[config.mk]
export PLATFORM = sky130hd
export DESIGN_NAME = regfile
export DESIGN_NICKNAME = d
export VERILOG_FILES = /design/src/rtl/regfile_pkg.sv /design/src/rtl/decoder5_32.sv /design/src/rtl/regfile_mux.sv /design/src/rtl/regfile.sv
export SDC_FILE = /design/constraint.sdc
export NUM_CORES = 2
export LEC_CHECK = 0
export CAP_MARGIN = 20
export CORE_ASPECT_RATIO = 1.1
export CORE_UTILIZATION = 55
export CTS_CLUSTER_DIAMETER = 60
export DETAILED_ROUTE_END_ITERATION = 6
export PLACE_DENSITY = 0.72
export SLEW_MARGIN = 10
export SYNTH_ARGS = -nofsm -noshare
export SYNTH_HDL_FRONTEND = slang
export SYNTH_SLANG_ARGS = --single-unit
export TNS_END_PERCENT = 5
[constraint.sdc]
create_clock -name clk -period 2.3 [get_ports clk]
set_input_delay 0.345 -clock clk [delete_from_list [all_inputs] [get_ports clk]]
set_output_delay 0.345 -clock clk [all_outputs]
set_load 0.1 [all_outputs]
[src/rtl/regfile_pkg.sv]
// Shared constants and types for the register file slice.
package regfile_pkg;

    localparam int unsigned REG_ADDR_W = 5;
    localparam int unsigned NREGS      = 32;
    localparam int unsigned ZERO_REG   = 31;
    localparam int unsigned DATA_W     = 64;

    typedef logic [REG_ADDR_W-1:0] reg_addr_t;
    typedef logic [DATA_W-1:0]     reg_data_t;

endpackage

[src/rtl/decoder5_32.sv]
// Write-port decoder: one-hot register enable, all-zero when disabled.
module decoder5_32
    import regfile_pkg::*;
(
    input  reg_addr_t         addr,
    input  logic              en,
    output logic [NREGS-1:0]  onehot
);

    always_comb begin
        onehot = '0;
        if (en) begin
            onehot[addr] = 1'b1;
        end
    end

endmodule

[src/rtl/regfile_mux.sv]
// Read-select mux hierarchy: 32:1 built from four 8:1 muxes feeding a 4:1 mux.
module mux4_1 #(
    parameter int unsigned WIDTH = 64
) (
    input  logic [3:0][WIDTH-1:0] d,
    input  logic [1:0]            sel,
    output logic [WIDTH-1:0]      y
);

    always_comb begin
        y = d[sel];
    end

endmodule

module mux8_1 #(
    parameter int unsigned WIDTH = 64
) (
    input  logic [7:0][WIDTH-1:0] d,
    input  logic [2:0]            sel,
    output logic [WIDTH-1:0]      y
);

    always_comb begin
        y = d[sel];
    end

endmodule

module mux32_1
    import regfile_pkg::*;
#(
    parameter int unsigned WIDTH = 64
) (
    input  logic [31:0][WIDTH-1:0] d,
    input  reg_addr_t              sel,
    output logic [WIDTH-1:0]       y
);

    logic [3:0][WIDTH-1:0] mid;

    for (genvar g = 0; g < 4; g++) begin : g_bank
        mux8_1 #(.WIDTH(WIDTH)) u_mux8 (
            .d   (d[g*8 +: 8]),
            .sel (sel[2:0]),
            .y   (mid[g])
        );
    end

    mux4_1 #(.WIDTH(WIDTH)) u_mux4 (
        .d   (mid),
        .sel (sel[4:3]),
        .y   (y)
    );

endmodule

[src/rtl/regfile.sv]
// Two-read/one-write register file with a hardwired-zero register.
// Optional same-cycle write-to-read forwarding when REGFILE_BYPASS_EN is defined.
module regfile
    import regfile_pkg::*;
#(
    parameter int unsigned WIDTH    = 64,
    parameter int unsigned NREGS    = regfile_pkg::NREGS,
    parameter int unsigned ZERO_REG = regfile_pkg::ZERO_REG
) (
    input  logic             clk,
    input  logic             reset,
    input  logic             RegWrite,
    input  reg_addr_t        WriteRegister,
    input  logic [WIDTH-1:0] WriteData,
    input  reg_addr_t        ReadRegister1,
    input  reg_addr_t        ReadRegister2,
    output logic [WIDTH-1:0] ReadData1,
    output logic [WIDTH-1:0] ReadData2
);

    logic [NREGS-1:0]            we;
    logic [NREGS-1:0][WIDTH-1:0] regs;
    logic [WIDTH-1:0]            rd1_q;
    logic [WIDTH-1:0]            rd2_q;

    decoder5_32 u_dec (
        .addr   (WriteRegister),
        .en     (RegWrite),
        .onehot (we)
    );

    // The zero register keeps its enable but always loads 0, so it can never hold data.
    for (genvar r = 0; r < int'(NREGS); r++) begin : g_reg
        localparam bit IS_ZERO = (r == int'(ZERO_REG));
        logic [WIDTH-1:0] d;
        logic [WIDTH-1:0] q;

        always_comb begin
            d = IS_ZERO ? '0 : WriteData;
        end

        always_ff @(posedge clk or negedge reset) begin
            if (!reset) begin
                q <= '0;
            end else if (we[r]) begin
                q <= d;
            end
        end

        assign regs[r] = q;
    end

    mux32_1 #(.WIDTH(WIDTH)) u_rd1 (
        .d   (regs),
        .sel (ReadRegister1),
        .y   (rd1_q)
    );

    mux32_1 #(.WIDTH(WIDTH)) u_rd2 (
        .d   (regs),
        .sel (ReadRegister2),
        .y   (rd2_q)
    );

`ifdef REGFILE_BYPASS_EN
    localparam reg_addr_t ZADDR = reg_addr_t'(ZERO_REG);
    logic fwd_ok;

    always_comb begin
        fwd_ok    = RegWrite && (WriteRegister != ZADDR);
        ReadData1 = rd1_q;
        ReadData2 = rd2_q;
        if (fwd_ok && (ReadRegister1 == WriteRegister)) begin
            ReadData1 = WriteData;
        end
        if (fwd_ok && (ReadRegister2 == WriteRegister)) begin
            ReadData2 = WriteData;
        end
        if (!reset) begin
            ReadData1 = '0;
            ReadData2 = '0;
        end
    end
`else
    always_comb begin
        ReadData1 = reset ? rd1_q : '0;
        ReadData2 = reset ? rd2_q : '0;
    end
`endif

endmodule
Word-level counts from Yosys, hierarchy flattened
Index checks and enable logic that the tools add are counted.
- $lt $le $gt $ge: 6
- mux-type cells: 25
- reductions and logical operators: 1
- operator list (cell ; number):
    binary-select mux 64 bit (select 3 bit) ; 8
    2-to-1 mux 64 bit ; 12
    binary-select mux 64 bit (select 2 bit) ; 2
    2-to-1 mux 31 bit ; 1
    less-than comparator 3 x 4 -> 1 bit, second input constant ; 2
    less-than comparator 2 x 3 -> 1 bit, second input constant ; 2
    less-than comparator 5 x 6 -> 1 bit, second input constant ; 1
    demux 1 bit (select 5 bit) ; 1
    greater-or-equal comparator 5 x 1 -> 1 bit, second input constant ; 1
    logical AND 1 bit ; 1
    2-to-1 mux 1 bit ; 1
- register bits: 1984
- bits of input ports: 82

Longest topological paths before layout
- depth in word-level cells: 5
- gate-level depth with buffers: 9
- gate-level depth less buffers: 4

Hierarchy
Synthesis repeated with hierarchy kept, for this count alone.
- cell total of the unflattened synthesis: 6539
- area total of the unflattened synthesis: 110161.9 um2
- modules (own cells, without submodules) (module ; instances ; cells each ; area an instance (um2) ; sequential area each (um2)):
    regfile ; 1 ; 4520 ; 76026.7 ; 49647.6
    mux8_1 ; 8 ; 227 ; 3832.4 ; 0.0
    mux4_1 ; 2 ; 78 ; 1622.8 ; 0.0
    decoder5_32 ; 1 ; 47 ; 230.2 ; 0.0

Worst setup path after synthesis
No wires, ideal clock.
- path kind: input to output
- start: in ReadRegister2[1]
- end: out ReadData2[56]
- arrival: 3.889 ns
- data required time: 1.955 ns
- setup slack: -1.934 ns
- cell stages on the path: 8
- buffers on the path: 4
- path through: buf_4 -> buf_6 -> buf_12 -> buf_8 -> mux2i_1 -> a221oi_1 -> o21ai_0 -> a311oi_1
- longest elaborated chain between the ends: 5
- elaborated cells on any way between the ends: 11
- classes of those cells: mux (11)
- ends and longest elaborated chain (what ; line ; text):
    start: declaration ; regfile.sv:16 ; input reg_addr_t ReadRegister2,
    binary-select mux 64 bit (select 3 bit) ; regfile_mux.sv:25 ; y = d[sel];
    2-to-1 mux 64 bit (not written as such) ; regfile_mux.sv:25 ;
    binary-select mux 64 bit (select 2 bit) (*) ; regfile_mux.sv:11 ; y = d[sel];
    2-to-1 mux 64 bit (not written as such) (*) ; regfile_mux.sv:11 ;
    2-to-1 mux 64 bit (*) ; regfile.sv:87 ; ReadData2 = reset ? rd2_q : '0;
    end: declaration ; regfile.sv:18 ; output logic [WIDTH-1:0] ReadData2
Every way passes the cells marked *; elsewhere a longest branch is shown, timed or not. The select of a mux whose other input is x is not followed.

Worst setup path in the final report
- start: reg g_reg[11].q[22]
- end: out ReadData2[22]
- longest elaborated chain between the ends: 5
- ends and longest elaborated chain (what ; line ; text):
    start: declaration ; regfile.sv:36 ; logic [WIDTH-1:0] q;
    start signal: assignment ; regfile.sv:44 ; q <= '0;
    start signal: assignment ; regfile.sv:46 ; q <= d;
    binary-select mux 64 bit (select 3 bit) ; regfile_mux.sv:25 ;
    2-to-1 mux 64 bit (not written as such) ; regfile_mux.sv:25 ;
    binary-select mux 64 bit (select 2 bit) ; regfile_mux.sv:11 ;
    2-to-1 mux 64 bit (not written as such) ; regfile_mux.sv:11 ;
    2-to-1 mux 64 bit ; regfile.sv:87 ;
No other way between the ends. The select of a mux whose other input is x is not followed.

==> run_results.csv <==
group,metric,value,unit
status,status,"complete, but fails checks",
status,failed_checks,"design-rule violations, negative setup slack",
cts,cts_tree,"done",
cts,clock-root-buffer,"clkbuf_16",
cts,clock_sinks,1984,
synthesis,synthesis.area,0.108,mm²
timing,setup_ws,-0.738,ns
floorplan,core-area,0.194,mm²
pwr,p_leak,58.0,nW
synthesis,ys_seq_area_frac,0.461,
routing,routed_wl,360,mm
timing,timing.final.crit_share,1.32,
layout,largest_register,"g.q",
synthesis,synthTopCellsByCount,"dfrtp_1, mux2_2, mux4_2",
timing,rsz0062_at_grt,"yes",
routing,via_count,74982,
layout,nets,7996,
routing,drt-wirelength-per-cell,33.8,µm
worst_setup_path,cp.depth,6,
synthesis,yosysTopAreaCell,"dfrtp_1",
worst_setup_path,critPathCaptureType,"output port",
timing,relSlewSlack,0.304,
layout,largest_register_ffs,1984,
placed_design,portBuffers,209,
layout,drive_gt1_frac,0.577,
cts,cts.clk_slew.worst_paths,0.06,ns
worst_setup_path,path_delay_family,"multiplexers",
timing,drv_slew,0,
worst_setup_path,crit_buf_inv,2,
worst_setup_path,r2r_cells,2,
timing,fmax,329,MHz
placed_design,gp_congestion,0.913,
synthesis,synth_top_cell_area_share,0.461,
cts,htreeDepth,4,
synthesis,synth-seq-cells,1984,
timing,worst_pin_slew,1.04,ns
global_routing,grt.total_usage,0.368,
cts,clk_latency,0.86,ns
placed_design,place_hpwl,239,mm
timing,setup_viol,128,
layout,stdcell_area,0.133,mm²
cts,cts_buffers,212,
worst_setup_path,cp_data_arrival_time,2.69,ns
pwr,power_per_cell_area,823,mW/mm²
worst_setup_path,worstPathRequired,1.96,ns
routing,drtAntennaViolNets,0,
worst_setup_path,crit_path_max_incr_delay,0.49,ns
hold_path,hold_path_class,"in -> async",
routing,drt-pass1-iter-count,7,
timing,fin_worst_skew,0,ns
synthesis,ys_async_sr_fraction,1.00,
synthesis,yosysMostFrequentCell,"dfrtp_1",
synthesis,syn-num-nets,7324,
synthesis,syn_inst,7242,
floorplan,die_h,466,µm
global_routing,grt_max_degree,168,
synthesis,synth_edf_count,0,
timing,hold_viol,0,
timing,fin_setup_tns,-75.86,ns
floorplan,dieWidth,424,µm
synthesis,synth_cell_type_count,54,
floorplan,rows,169,
worst_setup_path,path_cells,"mux4_2 > and2_1 > a211oi_1 > buf_4 > a311oi_4 > buf_12",
floorplan,pin_count,210,
floorplan,die_area,0.198,mm²
worst_setup_path,slowest_stage,"mux4_2",
synthesis,yosysWarningCount,0,
floorplan,start_util,0.556,
layout,area_growth,23.7,%
job,drv_cap,0,
routing,drc_errors,17,
timing,fin_crit,3.04,ns
worst_setup_path,worst-path-max-fanout,3,
routing,drt-initial-drc-count,7616,
placed_design,placed_cell_area,0.124,mm²
synthesis,synth_ff_type,"dfrtp_1",
global_routing,antenna_found_initial,7,
worst_setup_path,cp-start-kind,"flop",
routing,via_per_inst,7.03,
worst_setup_path,path_class,"reg -> out",
global_routing,globalRouteOverflowTotal,0,
synthesis,synth.area.top_cells,"dfrtp_1, mux2_2, mux4_2, mux2i_1, clkbuf_1",
global_routing,grt_pass1_vias,79313,
layout,reg_top3,"g.q: 1984 flops",
cts,cts.path.max_buffers,3,
pwr,peakVddDrop,0.844,mV
synthesis,syn_avg_cell_area,14.9,µm²
global_routing,grt_pass1_wl,537,mm
==> per-stage QoR <==
| step | utilization | hold slack, ns | std cells | power (mW) | setup WS, ns |
|---|---|---|---|---|---|
| 4_1_cts | 0.686 | 0.00418 | 10653 | 109 | -0.772 |
| 5_1_grt | 0.687 | 0.0354 | 10660 | 113 | -0.792 |
| 3_5_place_dp | 0.642 | 0.204 | 10243 | 72.6 | -0.647 |
| 3_3_place_gp | 0.642 | 0.208 | 10242 | 71.4 | -1.08 |
| 6_report | 0.687 | 0.0123 | 10660 | 110 | -0.738 |
| 2_1_floorplan | - | 0.0494 | 7242 | 63.9 | -0.614 |
==> worst reg2reg max path, delay by kind of cell, from the launching register on <==
family	cells	cell delay, ns
mux	1	0.27
buf+inv	1	0.15
flops	1	0.42
==> report_power, final <==
| part | switching (mW) | internal, mW |
|---|---|---|
| sequential | 5.42 | 41.8 |
| combinational | 11.4 | 14.7 |
| clock | 14.9 | 21.4 |
| total | 31.7 | 77.8 |
==> final cells by class <==
| class | count | area [µm²] |
|---|---|---|
| multi-input combinational | 4363 | 56700 |
| clock buffer | 300 | 6180 |
| fill | 12985 | 60600 |
| tap | 2565 | 3210 |
| antenna | 3 | 7.51 |
| inverter | 67 | 262 |
| sequential | 1984 | 49700 |
| timing repair buffer | 1286 | 16000 |
| clock inverter | 92 | 1200 |
==> layout by cell type, fill, tap and decap left out, types with 57 or more instances in the layout <==
cell	instances
a21oi_1	63
a221oi_1	57
a311oi_4	62
buf_12	475
buf_4	708
clkbuf_16	214
clkdlybuf4s50_1	70
dfrtp_1	1981
inv_1	63
mux2_1	61
mux2_2	1942
mux2i_1	602
mux4_2	684
o211ai_1	77
o21ai_1	69
o221ai_1	142
==> final timing paths <==
check / start / end / slack, ns
max: g_reg[11].q[22]$_DFFE_PN0P_ / ReadData2[22] / -0.74
min: reset / g_reg[8].q[52]$_DFFE_PN0P_ / 0.01
max reg2reg: g_reg[11].q[60]$_DFFE_PN0P_ / g_reg[11].q[60]$_DFFE_PN0P_ / 1.34
min reg2reg: g_reg[29].q[7]$_DFFE_PN0P_ / g_reg[29].q[7]$_DFFE_PN0P_ / 0.51
max in group asynchronous: reset / g_reg[6].q[23]$_DFFE_PN0P_ / 0.30
min in group clk: WriteData[33] / g_reg[5].q[33]$_DFFE_PN0P_ / 0.40
==> cell families (layout without fill, tap and decap cells) <==
logic type / count (synthesis) / count (layout) / share of synthesized area
compound gates: 877 / 877 / 0.0673
simple gates: 143 / 143 / 0.00896
flops: 1984 / 1984 / 0.461
mux: 3343 / 3343 / 0.418
buf+inv: 895 / 1745 / 0.0448
other cells: 0 / 3 / 0
==> routing by layer <==
metal  up-vias  global-route usage  part of all wire
met4         4               0.200             0.062
met1     40065               0.486              0.38
met2      3944               0.579              0.47
li1      29738                   -                 -
met3      1231              0.0696             0.083
met5         -                   0          0.000056
==> timing repair <==
action,CTS,global route
gates resized for setup,241,68
endpoints found under the setup margin,128,128
hold endpoints to repair,709,0
pin swaps,204,53
buffers inserted,8,10
hold buffers,15,0
Power figures use the tool's default switching activity.
